File: src/rtl/riscv_mem_port_arbiter_pkg.sv
// Shared types and constants for the I/D memory port arbiter.
package riscv_mem_port_arbiter_pkg;

    localparam logic [1:0] Byte_Access     = 2'b00;
    localparam logic [1:0] Halfword_Access = 2'b01;
    localparam logic [1:0] Reserved_Access = 2'b10;
    localparam logic [1:0] Word_Access     = 2'b11;

    typedef enum logic [1:0] {
        ARB_IDLE = 2'b00,
        ARB_REQ  = 2'b01,
        ARB_RSP  = 2'b10
    } arb_state_e;

    typedef enum logic {
        OWN_I = 1'b0,
        OWN_D = 1'b1
    } arb_owner_e;

endpackage

File: src/rtl/riscv_mem_port_arbiter_if.sv
// Bundle of fetch, data and unified-memory signals around the arbiter.
interface riscv_mem_port_arbiter_if;

    logic        i_req_i;
    logic [31:0] i_addr_i;
    logic        i_gnt_o;
    logic        i_rvalid_o;
    logic [31:0] i_rdata_o;

    logic        d_req_i;
    logic [31:0] d_addr_i;
    logic [1:0]  d_byte_en_i;
    logic        d_wr_i;
    logic [31:0] d_wr_data_i;
    logic        d_gnt_o;
    logic        d_rvalid_o;
    logic [31:0] d_rdata_o;
    logic        d_err_o;

    logic        mem_req_o;
    logic [31:0] mem_addr_o;
    logic [1:0]  mem_byte_en_o;
    logic        mem_wr_o;
    logic [31:0] mem_wr_data_o;
    logic        mem_gnt_i;
    logic        mem_rvalid_i;
    logic [31:0] mem_rd_data_i;

    // Arbiter side
    modport slave (
        input  i_req_i, i_addr_i,
        output i_gnt_o, i_rvalid_o, i_rdata_o,
        input  d_req_i, d_addr_i, d_byte_en_i, d_wr_i, d_wr_data_i,
        output d_gnt_o, d_rvalid_o, d_rdata_o, d_err_o,
        output mem_req_o, mem_addr_o, mem_byte_en_o, mem_wr_o, mem_wr_data_o,
        input  mem_gnt_i, mem_rvalid_i, mem_rd_data_i
    );

    // Requesters plus memory
    modport master (
        output i_req_i, i_addr_i,
        input  i_gnt_o, i_rvalid_o, i_rdata_o,
        output d_req_i, d_addr_i, d_byte_en_i, d_wr_i, d_wr_data_i,
        input  d_gnt_o, d_rvalid_o, d_rdata_o, d_err_o,
        input  mem_req_o, mem_addr_o, mem_byte_en_o, mem_wr_o, mem_wr_data_o,
        output mem_gnt_i, mem_rvalid_i, mem_rd_data_i
    );

endinterface

File: src/rtl/riscv_mem_port_arbiter_prio.sv
// Combinational winner pick: D by default, I once D has won MAX_D_STREAK times in a row.
module riscv_mem_port_arbiter_prio
    import riscv_mem_port_arbiter_pkg::*;
#(
    parameter int unsigned MAX_D_STREAK = 4,
    parameter int unsigned STREAK_W     = 3
) (
    input  logic                i_d_req,
    input  logic                i_i_req,
    input  logic [STREAK_W-1:0] i_streak,
    output arb_owner_e          o_owner,
    output logic                o_valid
);

    // Pick the owner of the next transaction
    always_comb begin
        o_valid = i_d_req | i_i_req;
        o_owner = OWN_I;
        if (i_i_req && (!i_d_req || (i_streak == STREAK_W'(MAX_D_STREAK)))) begin
            o_owner = OWN_I;
        end else if (i_d_req) begin
            o_owner = OWN_D;
        end else begin
            o_owner = OWN_I;
        end
    end

endmodule

File: src/rtl/riscv_mem_port_arbiter.sv
// Shares one memory port between instruction fetch and data accesses,
// one outstanding transaction at a time (IDLE -> REQ -> RSP).
module riscv_mem_port_arbiter
    import riscv_mem_port_arbiter_pkg::*;
#(
    parameter int unsigned MAX_D_STREAK = 4,
    parameter int unsigned RSP_TIMEOUT  = 255
) (
    input  logic                     clk,
    input  logic                     reset_n,
    riscv_mem_port_arbiter_if.slave  bus
);

    localparam int unsigned STREAK_W = $clog2(MAX_D_STREAK + 1);
    localparam logic [1:0]  ST_IDLE  = 2'(ARB_IDLE);
    localparam logic [1:0]  ST_REQ   = 2'(ARB_REQ);
    localparam logic [1:0]  ST_RSP   = 2'(ARB_RSP);

    logic [1:0]          r_state;
    arb_owner_e          r_owner;
    logic                r_mem_req;
    logic [31:0]         r_mem_addr;
    logic [1:0]          r_mem_byte_en;
    logic                r_mem_wr;
    logic [31:0]         r_mem_wr_data;
    logic [STREAK_W-1:0] r_streak;
    logic [7:0]          r_tmo_cnt;

    arb_owner_e          w_owner;
    logic                w_valid;
    logic                w_arb;
    logic                w_in_rsp;
    logic                w_timeout;
    logic                w_rsp_done;

    riscv_mem_port_arbiter_prio #(
        .MAX_D_STREAK (MAX_D_STREAK),
        .STREAK_W     (STREAK_W)
    ) u_prio (
        .i_d_req  (bus.d_req_i),
        .i_i_req  (bus.i_req_i),
        .i_streak (r_streak),
        .o_owner  (w_owner),
        .o_valid  (w_valid)
    );

    assign w_arb      = (r_state == ST_IDLE) && w_valid;
    assign w_in_rsp   = (r_state == ST_RSP);
    assign w_timeout  = w_in_rsp && !bus.mem_rvalid_i && (r_tmo_cnt == 8'(RSP_TIMEOUT));
    assign w_rsp_done = w_in_rsp && (bus.mem_rvalid_i || w_timeout);

    // Grant and response are same-cycle by protocol, so these stay combinational
    assign bus.i_gnt_o    = w_arb && (w_owner == OWN_I);
    assign bus.d_gnt_o    = w_arb && (w_owner == OWN_D);
    assign bus.i_rvalid_o = w_rsp_done && (r_owner == OWN_I);
    assign bus.d_rvalid_o = w_rsp_done && (r_owner == OWN_D);
    assign bus.d_err_o    = w_timeout;
    assign bus.i_rdata_o  = (w_in_rsp && bus.mem_rvalid_i && (r_owner == OWN_I))
                            ? bus.mem_rd_data_i : 32'h0000_0000;
    assign bus.d_rdata_o  = (w_in_rsp && bus.mem_rvalid_i && (r_owner == OWN_D) && !r_mem_wr)
                            ? bus.mem_rd_data_i : 32'h0000_0000;

    assign bus.mem_req_o     = r_mem_req;
    assign bus.mem_addr_o    = r_mem_addr;
    assign bus.mem_byte_en_o = r_mem_byte_en;
    assign bus.mem_wr_o      = r_mem_wr;
    assign bus.mem_wr_data_o = r_mem_wr_data;

    // Transaction FSM and latched request
    always_ff @(posedge clk or negedge reset_n) begin
        if (!reset_n) begin
            r_state       <= ST_IDLE;
            r_owner       <= OWN_I;
            r_mem_req     <= 1'b0;
            r_mem_addr    <= 32'h0000_0000;
            r_mem_byte_en <= 2'b00;
            r_mem_wr      <= 1'b0;
            r_mem_wr_data <= 32'h0000_0000;
        end else begin
            case (r_state)
                ST_IDLE: begin
                    if (w_valid) begin
                        r_state   <= ST_REQ;
                        r_owner   <= w_owner;
                        r_mem_req <= 1'b1;
                        if (w_owner == OWN_D) begin
                            r_mem_addr    <= bus.d_addr_i;
                            r_mem_byte_en <= bus.d_byte_en_i;
                            r_mem_wr      <= bus.d_wr_i;
                            r_mem_wr_data <= bus.d_wr_data_i;
                        end else begin
                            r_mem_addr    <= bus.i_addr_i;
                            r_mem_byte_en <= Word_Access;
                            r_mem_wr      <= 1'b0;
                            r_mem_wr_data <= 32'h0000_0000;
                        end
                    end
                end
                ST_REQ: begin
                    if (bus.mem_gnt_i) begin
                        r_state   <= ST_RSP;
                        r_mem_req <= 1'b0;
                    end
                end
                ST_RSP: begin
                    if (w_rsp_done) begin
                        r_state <= ST_IDLE;
                    end
                end
                default: begin
                    r_state   <= ST_IDLE;
                    r_mem_req <= 1'b0;
                end
            endcase
        end
    end

    // Consecutive D wins while I waits; any other arbitration outcome clears it
    always_ff @(posedge clk or negedge reset_n) begin
        if (!reset_n) begin
            r_streak <= '0;
        end else if (w_arb) begin
            if ((w_owner == OWN_D) && bus.i_req_i) begin
                if (r_streak != STREAK_W'(MAX_D_STREAK)) begin
                    r_streak <= r_streak + STREAK_W'(1);
                end
            end else begin
                r_streak <= '0;
            end
        end
    end

    // Response watchdog: counts cycles spent in RSP
    always_ff @(posedge clk or negedge reset_n) begin
        if (!reset_n) begin
            r_tmo_cnt <= 8'h00;
        end else if (w_in_rsp && !w_rsp_done) begin
            r_tmo_cnt <= r_tmo_cnt + 8'h01;
        end else begin
            r_tmo_cnt <= 8'h00;
        end
    end

endmodule

File: src/flat_wrapper.sv
// flat-port wrapper written by rule: the top's interface ports become plain ports
module riscv_mem_port_arbiter_flat import riscv_mem_port_arbiter_pkg::*;
#(
    parameter int unsigned MAX_D_STREAK = 4,
    parameter int unsigned RSP_TIMEOUT  = 255
)
  (clk, reset_n, bus_i_req_i, bus_i_addr_i, bus_i_gnt_o, bus_i_rvalid_o, bus_i_rdata_o, bus_d_req_i, bus_d_addr_i, bus_d_byte_en_i, bus_d_wr_i, bus_d_wr_data_i, bus_d_gnt_o, bus_d_rvalid_o, bus_d_rdata_o, bus_d_err_o, bus_mem_req_o, bus_mem_addr_o, bus_mem_byte_en_o, bus_mem_wr_o, bus_mem_wr_data_o, bus_mem_gnt_i, bus_mem_rvalid_i, bus_mem_rd_data_i);
  riscv_mem_port_arbiter_if bus_i ();
  input  logic clk;
  input  logic reset_n;
  input wire logic [$bits(bus_i.i_req_i)-1:0] bus_i_req_i;
  input wire logic [$bits(bus_i.i_addr_i)-1:0] bus_i_addr_i;
  output wire logic [$bits(bus_i.i_gnt_o)-1:0] bus_i_gnt_o;
  output wire logic [$bits(bus_i.i_rvalid_o)-1:0] bus_i_rvalid_o;
  output wire logic [$bits(bus_i.i_rdata_o)-1:0] bus_i_rdata_o;
  input wire logic [$bits(bus_i.d_req_i)-1:0] bus_d_req_i;
  input wire logic [$bits(bus_i.d_addr_i)-1:0] bus_d_addr_i;
  input wire logic [$bits(bus_i.d_byte_en_i)-1:0] bus_d_byte_en_i;
  input wire logic [$bits(bus_i.d_wr_i)-1:0] bus_d_wr_i;
  input wire logic [$bits(bus_i.d_wr_data_i)-1:0] bus_d_wr_data_i;
  output wire logic [$bits(bus_i.d_gnt_o)-1:0] bus_d_gnt_o;
  output wire logic [$bits(bus_i.d_rvalid_o)-1:0] bus_d_rvalid_o;
  output wire logic [$bits(bus_i.d_rdata_o)-1:0] bus_d_rdata_o;
  output wire logic [$bits(bus_i.d_err_o)-1:0] bus_d_err_o;
  output wire logic [$bits(bus_i.mem_req_o)-1:0] bus_mem_req_o;
  output wire logic [$bits(bus_i.mem_addr_o)-1:0] bus_mem_addr_o;
  output wire logic [$bits(bus_i.mem_byte_en_o)-1:0] bus_mem_byte_en_o;
  output wire logic [$bits(bus_i.mem_wr_o)-1:0] bus_mem_wr_o;
  output wire logic [$bits(bus_i.mem_wr_data_o)-1:0] bus_mem_wr_data_o;
  input wire logic [$bits(bus_i.mem_gnt_i)-1:0] bus_mem_gnt_i;
  input wire logic [$bits(bus_i.mem_rvalid_i)-1:0] bus_mem_rvalid_i;
  input wire logic [$bits(bus_i.mem_rd_data_i)-1:0] bus_mem_rd_data_i;
  assign bus_i.i_req_i = bus_i_req_i;
  assign bus_i.i_addr_i = bus_i_addr_i;
  assign bus_i_gnt_o = bus_i.i_gnt_o;
  assign bus_i_rvalid_o = bus_i.i_rvalid_o;
  assign bus_i_rdata_o = bus_i.i_rdata_o;
  assign bus_i.d_req_i = bus_d_req_i;
  assign bus_i.d_addr_i = bus_d_addr_i;
  assign bus_i.d_byte_en_i = bus_d_byte_en_i;
  assign bus_i.d_wr_i = bus_d_wr_i;
  assign bus_i.d_wr_data_i = bus_d_wr_data_i;
  assign bus_d_gnt_o = bus_i.d_gnt_o;
  assign bus_d_rvalid_o = bus_i.d_rvalid_o;
  assign bus_d_rdata_o = bus_i.d_rdata_o;
  assign bus_d_err_o = bus_i.d_err_o;
  assign bus_mem_req_o = bus_i.mem_req_o;
  assign bus_mem_addr_o = bus_i.mem_addr_o;
  assign bus_mem_byte_en_o = bus_i.mem_byte_en_o;
  assign bus_mem_wr_o = bus_i.mem_wr_o;
  assign bus_mem_wr_data_o = bus_i.mem_wr_data_o;
  assign bus_i.mem_gnt_i = bus_mem_gnt_i;
  assign bus_i.mem_rvalid_i = bus_mem_rvalid_i;
  assign bus_i.mem_rd_data_i = bus_mem_rd_data_i;
  riscv_mem_port_arbiter #(.MAX_D_STREAK(MAX_D_STREAK), .RSP_TIMEOUT(RSP_TIMEOUT)) u_core (.clk(clk), .reset_n(reset_n), .bus(bus_i));
endmodule
File: config.mk
export PLATFORM = sky130hd
export DESIGN_NAME = riscv_mem_port_arbiter_flat
export DESIGN_NICKNAME = d
export VERILOG_FILES = /design/src/rtl/riscv_mem_port_arbiter_pkg.sv /design/src/rtl/riscv_mem_port_arbiter_if.sv /design/src/rtl/riscv_mem_port_arbiter_prio.sv /design/src/rtl/riscv_mem_port_arbiter.sv /design/src/flat_wrapper.sv
export SDC_FILE = /design/constraint.sdc
export NUM_CORES = 1
export LEC_CHECK = 0
export BUFFER_PORTS_ARGS = -buffer_cell sky130_fd_sc_hd__clkbuf_2
export CORE_AREA = 2 2 107 109
export CTS_CLUSTER_DIAMETER = 120
export DETAILED_ROUTE_END_ITERATION = 10
export DIE_AREA = 0 0 109 111
export HOLD_SLACK_MARGIN = 0.06
export PLACE_DENSITY_LB_ADDON = 0.3
export SKIP_LAST_GASP = 1
export SLEW_MARGIN = 20
export SYNTH_ARGS = -nofsm -noshare
export SYNTH_HDL_FRONTEND = slang
export SYNTH_SLANG_ARGS = --single-unit
File: constraint.sdc
create_clock -name clk -period 2 [get_ports clk]
set_input_delay 0.2 -clock clk [delete_from_list [all_inputs] [get_ports clk]]
set_output_delay 0.2 -clock clk [all_outputs]
set_load 0.03 [all_outputs]
Word-level counts from Yosys, hierarchy flattened
Index checks and enable logic that the tools add are counted.

cells by class
  reductions and logical operators = 26
  $add $sub $neg = 2
  shifts and indexed selects = 0
  $lt $le $gt $ge = 0
  equality and inequality tests = 9
  div/mod/pow operators = 0
  $mul = 0
  bitwise logic cells = 4
  muxes and demuxes = 18

operators by type and width
  kind                                                   number
  2-to-1 mux 32 bit                                      4
  logical AND 1 bit                                      15
  adder 8 x 1 -> 8 bit, second input constant            1
  equality test 8 bit, second input constant             1
  2-to-1 mux 2 bit                                       4
  2-to-1 mux 8 bit                                       1
  2-to-1 mux 3 bit                                       2
  inequality test 2 bit, second input constant           3
  one-hot mux 2 bit (3 select lines)                     1
  AND reduction 3 bit                                    2
  2-to-1 mux 1 bit                                       5
  logical NOT 1 bit                                      4
  AND reduction 2 bit                                    2
  adder 3 x 1 -> 3 bit, second input constant            1
  equality test 3 bit, second input constant             1
  inequality test 3 bit, second input constant           1
  NOT 1 bit                                              3
  one-hot mux 1 bit (3 select lines)                     1
  equality test 2 x 1 -> 1 bit, second input constant    1
  equality test 2 bit, second input constant             1
  logical NOT 2 bit                                      1
  logical OR 1 bit                                       2
  inequality test 2 x 1 -> 1 bit, second input constant  1
  bitwise OR 1 bit                                       1

word-level totals
  memories = 0
  memory bits (read-only) = 0
  latch bits = 0
  register bits = 82
  logic and storage cells = 68
  input port bits = 137
  memory bits (writable) = 0
  output and inout bits = 137

Depth between registers and ports, before layout
  depth in word-level cells = 8
  gate-level depth with buffers = 8
  depth with buffers taken out = 6

Hierarchy
A second synthesis with hierarchy kept.

second synthesis, totals
  cell total of the unflattened synthesis = 448
  area, all modules = 4,144.0 sq um

modules (own cells, without submodules)
  module                       instances  area each (sq um)  cells an instance  sequential area each (sq um)
  riscv_mem_port_arbiter       1          4,125.2            445                2,052.0
  riscv_mem_port_arbiter_prio  1          18.8               3                  0.0

Least setup slack after synthesis
No wires, ideal clock.

  path type = reg-to-output
  start point = register u_core.r_tmo_cnt[0]
  end point = output bus_i_rvalid_o
  path slack = -0.245 ns
  buffers on the path = 0
  data required time = 1.800 ns
  arrival = 2.045 ns
  stages on the path, launching flop included = 5
  path through = dfrtp_1 ha_1 nand3_1 o21ba_2 nor4b_1

between the ends
  cells in the longest elaborated chain, start to end = 5

RTL lines
  item                    line                           text
  start, declared         riscv_mem_port_arbiter.sv:27   logic [7:0] r_tmo_cnt;
  start signal, assigned  riscv_mem_port_arbiter.sv:138  r_tmo_cnt <= r_tmo_cnt + 8'h01;
  equality test 8 bit     riscv_mem_port_arbiter.sv:49   assign w_timeout = w_in_rsp && !bus.mem_rvalid_i && (r_tmo_cnt == 8'(RSP_TIMEOUT));
  logical AND 1 bit       riscv_mem_port_arbiter.sv:49
  logical OR 1 bit        riscv_mem_port_arbiter.sv:50   assign w_rsp_done = w_in_rsp && (bus.mem_rvalid_i || w_timeout);
  logical AND 1 bit       riscv_mem_port_arbiter.sv:50
  logical AND 1 bit       riscv_mem_port_arbiter.sv:55   assign bus.i_rvalid_o = w_rsp_done && (r_owner == OWN_I);
  end, declared           flat_wrapper.sv:14             output wire logic [$bits(bus_i.i_rvalid_o)-1:0] bus_i_rvalid_o;

No other way between the ends.

Worst setup path in the final report
  start point = register u_core.r_state[0]
  end point = output bus_d_rdata_o[30]

between the ends
  cells in the longest elaborated chain, start to end = 5

RTL lines
  item                            line                           text
  start, declared                 riscv_mem_port_arbiter.sv:19   logic [1:0] r_state;
  start signal, assigned          riscv_mem_port_arbiter.sv:72   r_state <= ST_IDLE;
  start signal, assigned          riscv_mem_port_arbiter.sv:83   r_state <= ST_REQ;
  start signal, assigned          riscv_mem_port_arbiter.sv:101  r_state <= ST_RSP;
  equality test 2 bit             riscv_mem_port_arbiter.sv:48   assign w_in_rsp = (r_state == ST_RSP);
  logical AND 1 bit (3 in a row)  riscv_mem_port_arbiter.sv:60   assign bus.d_rdata_o = (w_in_rsp && bus.mem_rvalid_i && (r_owner == OWN_D) && !r_mem_wr)
  2-to-1 mux 32 bit               riscv_mem_port_arbiter.sv:61   ? bus.mem_rd_data_i : 32'h0000_0000;
  end, declared                   flat_wrapper.sv:23             output wire logic [$bits(bus_i.d_rdata_o)-1:0] bus_d_rdata_o;

No other way between the ends.

==> summary.txt <==
Worst setup path
  – Critical Path End Type: output pin
  – Crit-path leading delay family: simple AND/OR/NAND/NOR gates
  – Slowest CP cell: dfrtp_2
  – Startpoint Class: flip-flop
  – Worst Setup Path Type: flip-flop to output pin
  – Buffers and inverters on the worst path: 3
  – CP Cell Sequence: nand3b_1 > nor3b_4 > buf_4 > buf_12 > and2_1 > clkbuf_8
  – CP Max Fanout: 16
  – Critical path data arrival time: 1.82 ns
  – Required time worst endpoint: 1.80 ns
  – Max stage delay on crit path: 0.41 ns

Outcome
  – Status: finished, violations left
  – Failing checks: negative setup slack

Floorplan
  – Die area: 0.0121 mm²
  – Ports: 274
  – Row count: 39
  – Die X: 109 µm
  – Chip height: 111 µm
  – Starting Density: 0.358
  – Core Area: 0.0111 mm²

Routing
  – Drt total wl: 13.1 mm
  – Via count: 3,885
  – TritonRoute pass-1 iters: 4
  – Avg WL per Cell: 17.0 µm
  – DR DRC count: 0
  – DR iter-0 viols: 260
  – Via/cell ratio: 5.04
  – Routed Antenna Nets: 0

Synth
  – Synthesized net count: 481
  – Main synth FF type: dfrtp_1
  – Sequential element share of the synthesized area: 0.518
  – Synth Area in Simple Gates: 0.152
  – Number of flops mapped to enable cells by yosys: 0
  – Synth Area in Compound Gates: 0.259
  – Adder-cell area share of the yosys netlist: 0.00947
  – Mean Syn Cell Area: 11.6 µm²
  – Synth cell types: 43
  – Largest family of logic cells by synthesized area: compound AO/OA/AOI/OAI gates
  – Multiplexer area fraction after synthesis: 0
  – Post-synthesis cell area: 0.00396 mm²
  – XOR/XNOR Fraction of Synth Area: 0.00442
  – FFs w/ async S/R, synth: 1.00
  – Cell count after synthesis: 341
  – Synth warn: 0
  – Synth Register Bits: 82

STA
  – Final period utilization: 1.01
  – Skew final: 0.00975 ns
  – Min setup slack post-route: -0.0246 ns
  – Pins Over Slew Limit: 0
  – Least-Margin Pin Slew: 0.446 ns
  – Fin crit period: 2.02 ns
  – Slew HR: 0.702
  – Setup tns final: -0.201 ns
  – Final hold viol count: 0
  – F_max: 0.494 GHz
  – Worst hold slack: 0.0877 ns
  – RSZ-0062 raised after global routing: true
  – # setup viols final: 22

Finish
  – Area growth syn-to-layout: 58.9%
  – Commonest cells after routing, fill and taps aside: clkbuf_2 (212), dfrtp_1 (80), and2_1 (52), clkbuf_4 (34), a22o_1 (33)
  – Fin nets: 763
  – Commonest non-fill, non-tap cell in the layout: clkbuf_2
  – Layout cell share with drive strength beyond 1: 0.554
  – Final Non-Filler Cells: 771
  – Finished Core Util: 0.569
  – Design Area, Final: 0.00630 mm²
  – Number of antenna diodes: 0
  – Fillers: 973

Clocking
  – Clock buffer depth: 2
  – CTS tree: done
  – Clk_lat worst skew: 0.33 ns
  – CTS Sinks: 82
  – CTS buffer count: 9
  – H-tree depth: 3
  – Clk Tree Root Cell: clkbuf_16
  – Clk slew on worst S/H paths: 0.06 ns

Hold path
  – Worst hold path class: input port to flip-flop

Place
  – Routability cong.: 0.791
  – Port bufs: 273
  – Cell Area, Placed: 0.00547 mm²
  – DP Cell Count: 742
  – Post-placement setup slack: 0.255 ns
  – DP HPWL: 9.05 mm

Global routing
  – Grt total ovfl: 0
  – Pin count of the biggest net entering global routing: 50
  – Vias in the first global route: 3,969
  – Total GRT Usage: 0.212
  – Initial antenna violation count: 0
  – First-pass GRT wire length: 20.0 mm

Power
  – Power Total: 9.03 mW
  – PwrDens: 1430 mW/mm²
  – Maximum vdd drop: 783 µV
  – Leakage: 3.24 nW

Run
  – Max-Cap Viols: 0
report_power, final:
part	leakage [nW]	switching [mW]	internal, mW	total (mW)
Combinational	2.04	2.75	1.68	4.43
Clock	0.162	0.675	1.17	1.84
Sequential	1.03	0.424	2.34	2.76
Total	3.24	3.85	5.19	9.03
per-layer routing:
metal | wire length (µm) | part of all wire | vias to the layer above | track usage
met1 | 5510 | 0.42 | 1907 | 0.280
met3 | 800 | 0.061 | 23 | 0.0588
met2 | 6560 | 0.50 | 135 | 0.333
met4 | 259 | 0.020 | 0 | 0.0709
met5 | 0 | 0 | - | 0
li1 | - | - | 1820 | -
cells by family (layout without fill, tap and decap cells):
logic type / count (synthesis) / count (layout)
buffers and inverters: 36 / 323
AND/OR/NAND/NOR: 99 / 99
adder cells (fa/ha/maj): 3 / 3
flip-flops: 82 / 82
XOR/XNOR: 2 / 2
AO/OA/AOI/OAI: 119 / 119
final timing paths:
check / from / end / slack (ns) / cells past startpoint
max: u_core.r_state[0] / bus_d_rdata_o[30] / -0.02 / 6
min: bus_d_wr_data_i[15] / u_core.bus.mem_wr_data_o[15] / 0.09 / 2
max reg2reg: u_core.r_streak[0] / u_core.bus.mem_addr_o[14] / 0.25 / 7
min reg2reg: u_core.bus.mem_req_o / u_core.bus.mem_req_o / 0.48 / 2
max in group asynchronous: reset_n / u_core.r_state[1] / 1.00 / 3
min in group asynchronous: reset_n / u_core.bus.mem_wr_data_o[5] / 0.34 / 2
worst reg2reg max path, cell delays in order, from the launching register on:
cell and delay [ns]:
dfrtp_1 0.38, inv_1 0.09, ha_1 0.21, nand2_2 0.08
a2111oi_4 0.36, buf_4 0.21, buf_12 0.17, a221o_1 0.18
synthesized netlist by cell type, drive strengths merged (2+ instances only):
master | instances | area share
nand4 | 2 | 0.0032
o21ai | 5 | 0.0063
a221o | 32 | 0.082
nand2b | 2 | 0.0032
a22o | 33 | 0.073
ha | 3 | 0.0095
nand3 | 4 | 0.0051
a21oi | 5 | 0.0063
nand4b | 2 | 0.0044
and2 | 65 | 0.10
xnor2 | 2 | 0.0044
nand2 | 7 | 0.0079
a21boi | 32 | 0.061
nor3 | 2 | 0.0025
dfrtp | 82 | 0.52
nor2 | 7 | 0.0066
o22a | 2 | 0.0044
or3 | 2 | 0.0032
buf | 18 | 0.031
clkbuf | 9 | 0.014
o21ba | 2 | 0.0051
inv | 8 | 0.0076
what timing repair did:
action                                 CTS  global route
gates resized for setup                 46           130
gates cloned                             1             2
buffers inserted                         6             4
pin swaps                                2             3
endpoints found under the hold margin   33             0
setup endpoints to repair               65            69
hold buffers                             1             0
registers in the layout (all words and copies together), names as in the netlist, 2 cells and up:
register	count
u_core.r_streak	3
u_core.r_state	2
u_core.bus.mem_byte_en_o	2
u_core.r_tmo_cnt	8
u_core.bus.mem_wr_data_o	32
u_core.bus.mem_addr_o	32
final cells by class:
| type | count | area [µm²] | area share |
|---|---|---|---|
| inverter | 8 | 30.0 | 0.00477 |
| timing repair buffer | 299 | 1930 | 0.307 |
| tap | 143 | 179 | 0.0284 |
| sequential | 82 | 2050 | 0.326 |
| multi-input combinational | 223 | 1770 | 0.280 |
| clock inverter | 5 | 85.1 | 0.0135 |
| clock buffer | 11 | 253 | 0.0401 |
(Power assumes the default switching activity.)
